File: src/rtl/i2s_rx_pkg.sv
// ---------------------------------------------------------------------------
// audio_pkg -- shared types and constants for the I2S capture path.
//   SAMPLE_W    : default audio sample width in bits
//   i2s_state_t : receiver FSM states
//   sample_t    : one audio sample at the default width
// ---------------------------------------------------------------------------
package audio_pkg;

    localparam int SAMPLE_W = 24;

    typedef enum logic [1:0] {
        IDLE  = 2'd0,
        ALIGN = 2'd1,
        SHIFT = 2'd2,
        HOLD  = 2'd3
    } i2s_state_t;

    typedef logic [SAMPLE_W-1:0] sample_t;

endpackage

File: src/rtl/i2s_rx_if.sv
// ---------------------------------------------------------------------------
// i2s_rx_if -- sample output bus from the I2S receiver to the downstream
// digital_delay D_In path.
//   L_Out        : last complete left sample, two's complement
//   R_Out        : last complete right sample, two's complement
//   Sample_Valid : one-Clk pulse when a new L/R pair is presented
//   Frame_Err    : one-Clk pulse on a short (truncated) word
// Modports: master = receiver (drives), slave = consumer (samples).
// ---------------------------------------------------------------------------
interface i2s_rx_if #(
    parameter int SAMPLE_W = audio_pkg::SAMPLE_W
);

    logic [SAMPLE_W-1:0] L_Out;
    logic [SAMPLE_W-1:0] R_Out;
    logic                Sample_Valid;
    logic                Frame_Err;

    modport master (
        output L_Out,
        output R_Out,
        output Sample_Valid,
        output Frame_Err
    );

    modport slave (
        input L_Out,
        input R_Out,
        input Sample_Valid,
        input Frame_Err
    );

endinterface

File: src/rtl/i2s_rx_sync_edge.sv
// ---------------------------------------------------------------------------
// sync_edge -- multi-flop synchronizer for one asynchronous input plus a
// change detector against the value held at the previous sample point.
//   clk       : system clock
//   reset     : synchronous, active-high reset
//   din       : asynchronous input
//   sample_en : history register updates (and change is flagged) only here
//   level     : synchronized value of din
//   change    : level differs from the last sampled value (sample_en cycles)
// A rise is a change while level = 1; a fall is a change while level = 0.
// ---------------------------------------------------------------------------
module sync_edge #(
    parameter int SYNC_STAGES = 2
) (
    input  logic clk,
    input  logic reset,
    input  logic din,
    input  logic sample_en,
    output logic level,
    output logic change
);

    logic [SYNC_STAGES-1:0] stage_r;
    logic                   prev_r;

    // Synchronizer chain and the history value used for change detection.
    always_ff @(posedge clk) begin
        if (reset) begin
            stage_r <= {SYNC_STAGES{1'b0}};
            prev_r  <= 1'b0;
        end else begin
            stage_r <= {stage_r[SYNC_STAGES-2:0], din};
            if (sample_en) begin
                prev_r <= level;
            end
        end
    end

    assign level  = stage_r[SYNC_STAGES-1];
    assign change = sample_en & (level ^ prev_r);

endmodule

File: src/rtl/i2s_rx.sv
// ---------------------------------------------------------------------------
// i2s_rx -- I2S ADC receiver. Captures left/right words from a codec running
// on its own bit clock and presents them as a registered L/R pair.
//   Clk         : system clock (>= 8x bit clock)
//   Reset       : synchronous, active-high reset
//   AUD_BCLK    : codec bit clock (async)
//   AUD_ADCLRCK : codec word select, 0 = left, 1 = right (async)
//   AUD_ADCDAT  : codec serial data, MSB first (async)
//   Enable      : low holds the FSM in IDLE and drops partial/pending data
//   out_bus     : L_Out / R_Out / Sample_Valid / Frame_Err (master side)
// ---------------------------------------------------------------------------
module i2s_rx
    import audio_pkg::*;
#(
    parameter int SAMPLE_W    = audio_pkg::SAMPLE_W,
    parameter int SYNC_STAGES = 2
) (
    input  logic     Clk,
    input  logic     Reset,
    input  logic     AUD_BCLK,
    input  logic     AUD_ADCLRCK,
    input  logic     AUD_ADCDAT,
    input  logic     Enable,
    i2s_rx_if.master out_bus
);

    localparam int               CNT_W    = $clog2(SAMPLE_W + 1);
    localparam logic [CNT_W-1:0] LAST_BIT = CNT_W'(SAMPLE_W - 1);

    logic bclk_level_s;
    logic bclk_change_s;
    logic bclk_rise_s;
    logic lrck_level_s;
    logic lrck_change_s;

    logic [SYNC_STAGES-1:0] dat_stage_r;
    logic                   dat_s;

    i2s_state_t          state_r, state_s;
    logic [CNT_W-1:0]    cnt_r, cnt_s;
    logic [SAMPLE_W-1:0] shreg_r, shreg_s;
    logic [SAMPLE_W-1:0] word_s;
    logic [SAMPLE_W-1:0] latch_r, latch_s;
    logic [SAMPLE_W-1:0] l_out_r, l_out_s;
    logic [SAMPLE_W-1:0] r_out_r, r_out_s;
    logic                chan_r, chan_s;
    logic                pend_r, pend_s;
    logic                valid_r, valid_s;
    logic                ferr_r, ferr_s;

    sync_edge #(.SYNC_STAGES(SYNC_STAGES)) u_bclk_sync (
        .clk       (Clk),
        .reset     (Reset),
        .din       (AUD_BCLK),
        .sample_en (1'b1),
        .level     (bclk_level_s),
        .change    (bclk_change_s)
    );

    assign bclk_rise_s = bclk_change_s & bclk_level_s;

    // Word select is only looked at on bit-clock rises, so an edge means
    // "different from the value seen at the previous BCLK rise".
    sync_edge #(.SYNC_STAGES(SYNC_STAGES)) u_lrck_sync (
        .clk       (Clk),
        .reset     (Reset),
        .din       (AUD_ADCLRCK),
        .sample_en (bclk_rise_s),
        .level     (lrck_level_s),
        .change    (lrck_change_s)
    );

    // Data synchronizer, same depth as BCLK so data lines up with the rise.
    always_ff @(posedge Clk) begin
        if (Reset) begin
            dat_stage_r <= {SYNC_STAGES{1'b0}};
        end else begin
            dat_stage_r <= {dat_stage_r[SYNC_STAGES-2:0], AUD_ADCDAT};
        end
    end

    assign dat_s  = dat_stage_r[SYNC_STAGES-1];
    assign word_s = {shreg_r[SAMPLE_W-2:0], dat_s};

    // State and datapath registers; all outputs come straight from flops.
    always_ff @(posedge Clk) begin
        if (Reset) begin
            state_r <= IDLE;
            cnt_r   <= {CNT_W{1'b0}};
            shreg_r <= {SAMPLE_W{1'b0}};
            latch_r <= {SAMPLE_W{1'b0}};
            l_out_r <= {SAMPLE_W{1'b0}};
            r_out_r <= {SAMPLE_W{1'b0}};
            chan_r  <= 1'b0;
            pend_r  <= 1'b0;
            valid_r <= 1'b0;
            ferr_r  <= 1'b0;
        end else begin
            state_r <= state_s;
            cnt_r   <= cnt_s;
            shreg_r <= shreg_s;
            latch_r <= latch_s;
            l_out_r <= l_out_s;
            r_out_r <= r_out_s;
            chan_r  <= chan_s;
            pend_r  <= pend_s;
            valid_r <= valid_s & ~ferr_s;
            ferr_r  <= ferr_s;
        end
    end

    // Next-state and datapath decode.
    always_comb begin
        state_s = state_r;
        cnt_s   = cnt_r;
        shreg_s = shreg_r;
        latch_s = latch_r;
        l_out_s = l_out_r;
        r_out_s = r_out_r;
        chan_s  = chan_r;
        pend_s  = pend_r;
        valid_s = 1'b0;
        ferr_s  = 1'b0;

        if (!Enable) begin
            state_s = IDLE;
            cnt_s   = {CNT_W{1'b0}};
            shreg_s = {SAMPLE_W{1'b0}};
            pend_s  = 1'b0;
        end else begin
            case (state_r)
                IDLE: begin
                    // Only a falling word select (left start) opens a frame.
                    if (lrck_change_s && !lrck_level_s) begin
                        state_s = ALIGN;
                        chan_s  = 1'b0;
                        pend_s  = 1'b0;
                    end else begin
                        state_s = IDLE;
                    end
                end
                ALIGN: begin
                    // The rise that flagged the word-select edge carries the
                    // I2S one-bit delay slot and is not shifted. At >= 8x
                    // oversampling no other rise can land in this cycle, so
                    // the first rise seen in SHIFT is the MSB.
                    cnt_s   = {CNT_W{1'b0}};
                    shreg_s = {SAMPLE_W{1'b0}};
                    state_s = SHIFT;
                end
                SHIFT: begin
                    if (lrck_change_s) begin
                        // Short word: drop it, and any left word it pairs with.
                        ferr_s  = 1'b1;
                        state_s = ALIGN;
                        chan_s  = lrck_level_s;
                        cnt_s   = {CNT_W{1'b0}};
                        shreg_s = {SAMPLE_W{1'b0}};
                        pend_s  = 1'b0;
                    end else if (bclk_rise_s) begin
                        shreg_s = word_s;
                        cnt_s   = cnt_r + CNT_W'(1);
                        if (cnt_r == LAST_BIT) begin
                            state_s = HOLD;
                            if (!chan_r) begin
                                latch_s = word_s;
                                pend_s  = 1'b1;
                            end else if (pend_r) begin
                                l_out_s = latch_r;
                                r_out_s = word_s;
                                valid_s = 1'b1;
                                pend_s  = 1'b0;
                            end else begin
                                pend_s  = 1'b0;
                            end
                        end else begin
                            state_s = SHIFT;
                        end
                    end else begin
                        state_s = SHIFT;
                    end
                end
                HOLD: begin
                    // Trailing slot bits are ignored until the next channel.
                    if (lrck_change_s) begin
                        state_s = ALIGN;
                        chan_s  = lrck_level_s;
                    end else begin
                        state_s = HOLD;
                    end
                end
                default: begin
                    state_s = IDLE;
                    pend_s  = 1'b0;
                end
            endcase
        end
    end

    assign out_bus.L_Out        = l_out_r;
    assign out_bus.R_Out        = r_out_r;
    assign out_bus.Sample_Valid = valid_r;
    assign out_bus.Frame_Err    = ferr_r;

endmodule

File: src/flat_wrapper.sv
// flat-port wrapper written by rule: the top's interface ports become plain ports
module i2s_rx_flat import audio_pkg::*;
#(
    parameter int SAMPLE_W    = audio_pkg::SAMPLE_W,
    parameter int SYNC_STAGES = 2
)
  (Clk, Reset, AUD_BCLK, AUD_ADCLRCK, AUD_ADCDAT, Enable, out_bus_L_Out, out_bus_R_Out, out_bus_Sample_Valid, out_bus_Frame_Err);
  i2s_rx_if #(.SAMPLE_W(SAMPLE_W)) out_bus_i ();
  input  logic Clk;
  input  logic Reset;
  input  logic AUD_BCLK;
  input  logic AUD_ADCLRCK;
  input  logic AUD_ADCDAT;
  input  logic Enable;
  output wire logic [$bits(out_bus_i.L_Out)-1:0] out_bus_L_Out;
  output wire logic [$bits(out_bus_i.R_Out)-1:0] out_bus_R_Out;
  output wire logic [$bits(out_bus_i.Sample_Valid)-1:0] out_bus_Sample_Valid;
  output wire logic [$bits(out_bus_i.Frame_Err)-1:0] out_bus_Frame_Err;
  assign out_bus_L_Out = out_bus_i.L_Out;
  assign out_bus_R_Out = out_bus_i.R_Out;
  assign out_bus_Sample_Valid = out_bus_i.Sample_Valid;
  assign out_bus_Frame_Err = out_bus_i.Frame_Err;
  i2s_rx #(.SAMPLE_W(SAMPLE_W), .SYNC_STAGES(SYNC_STAGES)) u_core (.Clk(Clk), .Reset(Reset), .AUD_BCLK(AUD_BCLK), .AUD_ADCLRCK(AUD_ADCLRCK), .AUD_ADCDAT(AUD_ADCDAT), .Enable(Enable), .out_bus(out_bus_i));
endmodule
File: config.mk
export PLATFORM = sky130hd
export DESIGN_NAME = i2s_rx_flat
export DESIGN_NICKNAME = d
export VERILOG_FILES = /design/src/rtl/i2s_rx_pkg.sv /design/src/rtl/i2s_rx_if.sv /design/src/rtl/i2s_rx_sync_edge.sv /design/src/rtl/i2s_rx.sv /design/src/flat_wrapper.sv
export SDC_FILE = /design/constraint.sdc
export NUM_CORES = 1
export LEC_CHECK = 0
export BUFFER_PORTS_ARGS = -buffer_cell sky130_fd_sc_hd__buf_2
export CAP_MARGIN = 15
export CORE_MARGIN = 4
export CORE_UTILIZATION = 35
export DETAILED_ROUTE_END_ITERATION = 16
export HOLD_SLACK_MARGIN = 0.08
export MAX_ROUTING_LAYER = met4
export PLACE_DENSITY = 0.62
export SLEW_MARGIN = 20
export SYNTH_ARGS = -nofsm -noshare
export SYNTH_HDL_FRONTEND = slang
export SYNTH_SLANG_ARGS = --single-unit
export TNS_END_PERCENT = 30
File: constraint.sdc
create_clock -name Clk -period 3.6 [get_ports Clk]
set_input_delay 0.18 -clock Clk [delete_from_list [all_inputs] [get_ports Clk]]
set_output_delay 0.18 -clock Clk [all_outputs]
set_load 0.05 [all_outputs]
==> metrics.txt, run 1 <==
status completed; Die Wd around 120 um; Synth Area in XOR/XNOR less than 1%; PD cells 557 nW/um2; post-route ant nets 0; crit-path leading delay family simple AND/OR/NAND/NOR gates; Synth cell types 44; fmax 449 MHz; Post-Synthesis Cell Area ~4500 um2; WL met1 5310 um; crit path cell chain ha_1, and3_1, buf_4, nand4_1, a21oi_1; core area about 13,000 um2; wire length on met2 ~5200 um; overall power approximately 3000 uW; syn avg cell area between 8 and 9 um2; DR iter-0 viols approximately 260; Top Metal Used met4; CP max stage delay between 600 and 700 ps; top cell type by total area after synthesis dfxtp_1; Leakage 0.00193 uW; antenna violations before repair 0; Slowest cell on crit path and3_1; Setup Fix Bufs, Post-CTS 0; CP Launch Type flop; vias in the first global route approximately 3,700; multiplexer area fraction after synthesis less than 1%; RSZ-0062 raised after global routing no; top cells by area, synth dfxtp_1 51%, a21oi_1 8.5%, nand4_1 6.9%; TritonCTS clock tree built; first-pass GRT wire length 18,700 um; flop2flop setup slack between 1000 and 1500 ps; Ant. Diodes 0; Hold Crit Start Enable; DRC violations left 0; largest net degree at the start of global routing 49; Initial Util between 30% and 40%; Buf/Inv on CP 1; Worst R2R End u_core.out_bus.R_Out[23]; crit end category flop; Post-Syn Nets approximately 520; CTS sink count approximately 110; Post-synth ARST share 0%; adder-cell area share of the yosys netlist approximately 1.1%; Reg2Reg Depth 5; commonest non-fill, non-tap cell in the layout dfxtp_1; Max VDD drop about 0.00032 V; I/O pins between 50 and 60; Die Height 121 um; Reg-to-Reg Start u_core.state_r[1]; Final GP Congestion 0.843; critical path type flop to flop; fillers approximately 1,200; Routed WL about 11,000 um; vias post-DR around 3,900; area grow syn2layout 21.4%; most frequent cells in the layout 114 x dfxtp_1, 76 x a21oi_1, 55 x buf_2, 49 x nand4_1, 39 x o21ai_1; Tmin final 2230 ps; Layout Nets roughly 550; final clock skew 7.77 ps; Post-synth EDFFs 0; routed len/inst ~16 um; Least-Margin Pin Slew about 950 ps; critical-path maximum fanout 17; max-capacitance violation count 0; GRT Total Usage about 16%; global route total overflow 0; Final TNS setup 0 ps; Gate Count Post-Synth around 510; row count approximately 40; Reg clk slew, reported paths around 50 ps; Synth Area in Simple Gates between 15 and 20%; DP HPWL 7140 um; Synth warnings 0; die area 14,700 um2; share of layout cells above drive strength 1 between 10% and 20%; Top FF cell, synth dfxtp_1; Yosys top cell area share 51.0%; CP Data Arrival Time around 2600 ps; hold worst-path end u_core.out_bus.Frame_Err; WP data required around 4000 ps; max-slew violations 0; I/O Buffers 55; Seq/Total Area, Yosys between 50% and 60%; drt pass-1 iters 4; Clk Latency, worst-skew pair approximately 410 ps; Relative slew margins 36.9%; Routed met3 length between 600 and 700 um; clock root buffer clkbuf_16; Compound-Gate Fraction of Synth Area between 20% and 30%; Yosys reg bits approximately 110; Final setup viols 0; htree depth 4; clk buf depth 2; CTS Buf Count 17; Hold WC Path Type input port to flop; Worst Hold Path Cells 3; Via-to-Cell Ratio approximately 5.4; fin crit share between 60% and 70%; main combinational cell family by area after synthesis compound AO/OA/AOI/OAI gates; final hold violation count 0
through the flow:
step	area [um2]	instances	util, %	hold slack [ps]	setup WS [ps]
2_1_floorplan	4470	508	-	308	1980
3_3_place_gp	4780	692	38.1	387	1490
3_5_place_dp	4780	692	38.1	397	1400
4_1_cts	5430	727	43.2	124	1380
5_1_grt	5430	727	43.2	160	1100
6_report	5430	727	43.2	143	1370
what timing repair did:
action | in CTS | in global routing
endpoints found under the hold margin | 3 | 0
hold buffers | 3 | 0
resized for setup | 0 | 0
cell families after synthesis:
| kind of cell | Yosys count |
|---|---|
| DFF | 114 |
| buffers and inverters | 60 |
| adders and majority gates | 4 |
| and+or+nand+nor | 143 |
| xor gates and xnor gates | 1 |
| muxes | 3 |
| AOI/OAI and AO/OA | 183 |
how the worst max path moves through the flow:
stage | startpoint | endpoint | slack, ps | depth (start not counted)
after CTS | u_core.state_r[1] | u_core.latch_r[10] | 1380 | 4
after global routing | u_core.state_r[1] | u_core.latch_r[18] | 1100 | 4
after detailed placement | u_core.state_r[1] | u_core.latch_r[9] | 1400 | 4
after global placement | u_core.state_r[0] | u_core.latch_r[7] | 1490 | 5
after floorplan | u_core.state_r[1] | u_core.shreg_r[10] | 1980 | 7
final | u_core.state_r[1] | u_core.out_bus.R_Out[23] | 1370 | 5
power by group:
group,total (uW),internal [uW],switching [uW]
sequential,1270,1270,2.69
clock,1720,1160,561
combinational,38.6,11.0,27.6
layer usage:
| layer | vias up | GRT usage [%] |
|---|---|---|
| met5 | - | - |
| met4 | 0 | 7.22 |
| li1 | 1942 | - |
| met1 | 1847 | 21.2 |
| met2 | 116 | 23.6 |
| met3 | 22 | 3.96 |
state kept, by name (all words and copies together), names as in the netlist:
signal and flops:
u_core.out_bus.L_Out 24, u_core.cnt_r 5, u_core.dat_stage_r 2, u_core.latch_r 24, u_core.shreg_r 23, u_core.pend_r 1, u_core.out_bus.R_Out 24, u_core.u_bclk_sync.stage_r 2
u_core.u_lrck_sync.stage_r 2, u_core.u_lrck_sync.prev_r 1, u_core.chan_r 1, u_core.state_r 2, u_core.u_bclk_sync.prev_r 1, u_core.out_bus.Frame_Err 1, u_core.out_bus.Sample_Valid 1
worst register-to-register path, stage by stage (launching register included):
cell	delay [ps]
dfxtp_1	390
ha_1	420
and3_1	680
buf_4	330
nand4_1	160
a21oi_1	180
final cells by class:
cell class / instances / area (um2) / share of cell area, %
Clock buffer: 23 / 488 / 8.99
Multi-Input combinational cell: 334 / 1910 / 35.1
Tap cell: 172 / 215 / 3.96
Clock inverter: 9 / 128 / 2.35
Sequential cell: 114 / 2280 / 42.0
Timing Repair Buffer: 69 / 388 / 7.14
Inverter: 6 / 22.5 / 0.415
synth_stat cells, types with 2 or more instances:
library cell	instances
nor3_1	4
nor2b_1	8
nand3_1	31
a21oi_1	76
buf_6	2
dfxtp_1	114
o21ai_0	34
ha_1	4
nand2_1	6
mux2i_1	2
and3_1	2
nand4_1	49
o21ai_1	39
buf_4	5
nand3b_1	2
nor2_1	29
a22oi_1	25
nand2b_1	2
clkbuf_1	24
inv_1	5
buf_2	21
a32oi_1	2
Power figures use the tool's default switching activity.
==> inputs of run 2 (changes only) <==
Settings changed: ABC_AREA from default to 1, PLACE_DENSITY 0.62 to 0.64.
Clock period 3.6 ns to 2 ns, I/O delays scaled along.
==> run 2 against run 1 <==
  * Via count decreased by 5.2%
  * Synthesized cell count is 16% higher
  * Count of clock-buffer cells in the layout decreased by 1
  * Sequential power is 80% higher
  * Register-to-register slack got worse by 1100 ps
  * Critical path depth up 2
  * Combinational power rose by 130%
  * Synthesized area is 2.1% lower
  * Clock power grew 88%
  * Fmax grew 30%
  * Final cell count up 14%
  * Sequential share of layout area decreased by 0.34 points
  * Critical path type unchanged
  * Critical endpoint is now u_core.cnt_r[3]
==> metrics.txt, run 2 <==
status completed; Synth Area in Simple Gates 27.7% (+10 points); Tmin final 1720 ps (-510 ps); global route total overflow 0 (unchanged); CP Data Arrival Time 1990 ps (-580 ps); fin crit share 85.9% (+24 points); area grow syn2layout 25.0%; share of layout cells above drive strength 1 16.3% (-2.7 points); main combinational cell family by area after synthesis simple AND/OR/NAND/NOR gates; clock root buffer clkbuf_16; row count 40 (-2.4%); Synth cell types 25 (-43%); fmax 582 MHz (+30%); Final GP Congestion 0.790 (-6.2%); syn avg cell area 7.43 um2 (-16%); DP HPWL 6300 um (-12%); Post-synth EDFFs 0 (unchanged); Via-to-Cell Ratio 4.51 (-17%); Max VDD drop 0.000543 V (+71%); Finished Layout Cells 826 (+14%); Synth Area in XOR/XNOR 0% (-0.62 points); vias in the first global route 3,747 (+1.1%); Die Height 120 um (-1.0%); Commonest cells post-synth 186 x nand2_1, 114 x dfxtp_1, 82 x a21oi_1; DR iter-0 viols 165 (-37%); Setup Fix Bufs, Post-CTS 0 (unchanged); largest net degree at the start of global routing 49 (unchanged); Top FF cell, synth dfxtp_1; count leader, synth nand2_1; max-slew violations 0 (unchanged); TritonCTS clock tree built; GRT Total Usage 14.5% (-1.6 points); DRC violations left 0 (unchanged); Cells after DPL 791 (+14%); Relative slew margins 67.9% (+31 points); Final TNS setup 0 ps (unchanged); core area 12,100 um2 (-3.6%); Compound-Gate Fraction of Synth Area 10.6% (-12 points); Die Wd 120 um (-1.0%); Yosys reg bits 114 (unchanged); Ant. Diodes 0 (unchanged); die area 14,400 um2 (-2.0%); commonest non-fill, non-tap cell in the layout nand2_1; Hold Crit Start Enable; critical path type flop to flop; RSZ-0062 raised after global routing no; I/O pins 56 (unchanged); Hold WC Path Type input port to flop; Post-Synthesis Cell Area 4380 um2 (-2.1%); Routed WL 9480 um (-17%); multi-input logic area 1740 um2 (-8.9%); Reg clk slew, reported paths 50 ps (about the same); most frequent cells in the layout 186 x nand2_1, 114 x dfxtp_1, 82 x a21oi_1, 66 x nor2_1, 55 x buf_2; drt pass-1 iters 4 (unchanged); top cell type by total area after synthesis dfxtp_1; Initial Util 36.1% (+0.56 points); Layout Nets 656 (+19%); Synth warnings 0 (unchanged); Seq/Total Area, Yosys 52.1% (+1.1 points); adder-cell area share of the yosys netlist 1.14% (+0.024 points); CP startpoint u_core.state_r[0]; crit end category flop; worst hold slack 94.3 ps (-48.3 ps); CP Launch Type flop; critical-path maximum fanout 30 (+13); Least-Margin Pin Slew 481 ps (-465 ps); Post-Syn Nets 599 (+16%); htree depth 4 (unchanged); Post-synth ARST share 0% (unchanged); antenna violations before repair 0 (unchanged); PD cells 1030 nW/um2 (+84%); Gate Count Post-Synth 589 (+16%); first-pass GRT wire length 16,500 um (-11%); Clk Latency, worst-skew pair 400 ps (about the same); final hold violation count 0 (unchanged); Reg-to-Reg Start u_core.state_r[0]; register area 2280 um2 (unchanged); Yosys top cell area share 52.1% (+1.1 points); WP data required 2270 ps (-1670 ps); clk buf depth 2 (unchanged); max-capacitance violation count 0 (unchanged); post-route ant nets 0 (unchanged); routed len/inst 11.5 um (-27%); vias post-DR 3,723 (-5.2%); top cells by area, synth dfxtp_1 52%, nand2_1 16%, a21oi_1 9.4%; Leakage 0.00211 uW (+9.4%); CTS Buf Count 17 (unchanged); fillers 1,218 (-0.082%); CTS sink count 114 (unchanged); final clock skew 6.71 ps (-1.05 ps); I/O Buffers 55 (unchanged); Final setup viols 0 (unchanged); overall power 5620 uW (+86%); multiplexer area fraction after synthesis 0% (-0.70 points)
-- run 2: timing repair --
action,4_1_cts,5_1_grt
hold buffers,4,0
gates resized for setup,0,0
hold endpoints to repair,4,0
-- run 2: layout make-up --
type,count,share of cell area (%)
sequential,114,41.7
inverter,48,3.29
tap,168,3.84
timing repair buffer,71,7.63
multi-input combinational,394,31.7
clock inverter,9,2.77
clock buffer,22,9.03
-- run 2: path summary, 6_finish.rpt --
| check | to | slack (ps) | depth (start not counted) |
|---|---|---|---|
| worst max-delay path | u_core.cnt_r[3] | 280 | 7 |
| worst min-delay path | u_core.state_r[0] | 90 | 5 |
| worst max register to register | u_core.cnt_r[3] | 280 | 7 |
| worst min register to register | u_core.u_bclk_sync.stage_r[1] | 400 | 2 |
-- run 2: worst max-delay path, stage by stage, from the launching register on --
cell	delay (ps)
dfxtp_1	310
inv_1	100
ha_1	310
inv_1	150
o21ai_2	210
inv_2	230
o21ai_0	220
a21oi_1	50
-- run 2: kinds of logic after synthesis --
kind of cell / count (synthesis)
and+or+nand+nor: 299
buffers and inverters: 81
DFF: 114
AOI/OAI and AO/OA: 91
adders and majority gates: 4
-- run 2: per-stage QoR --
step / instance area, um2 / setup WS [ps] / util (%)
6_report: 5470 / 282 / 45.2
5_1_grt: 5470 / 62.0 / 45.2
4_1_cts: 5470 / 277 / 45.2
3_5_place_dp: 4790 / 295 / 39.5
3_3_place_gp: 4790 / 355 / 39.5
2_1_floorplan: 4380 / 438 / -
-- run 2: where the power goes --
group,switching (uW),internal (uW)
combinational,61.3,27.6
clock,1010,2240
sequential,4.03,2280
total,1070,4550
-- run 2: per-layer routing --
layer,global-route usage [%],part of all wire [%],vias up
met5,-,0,-
met2,24.4,49,61
met1,16.0,46,1688
li1,-,-,1968
met4,6.59,0.94,0
met3,4.15,3.9,6
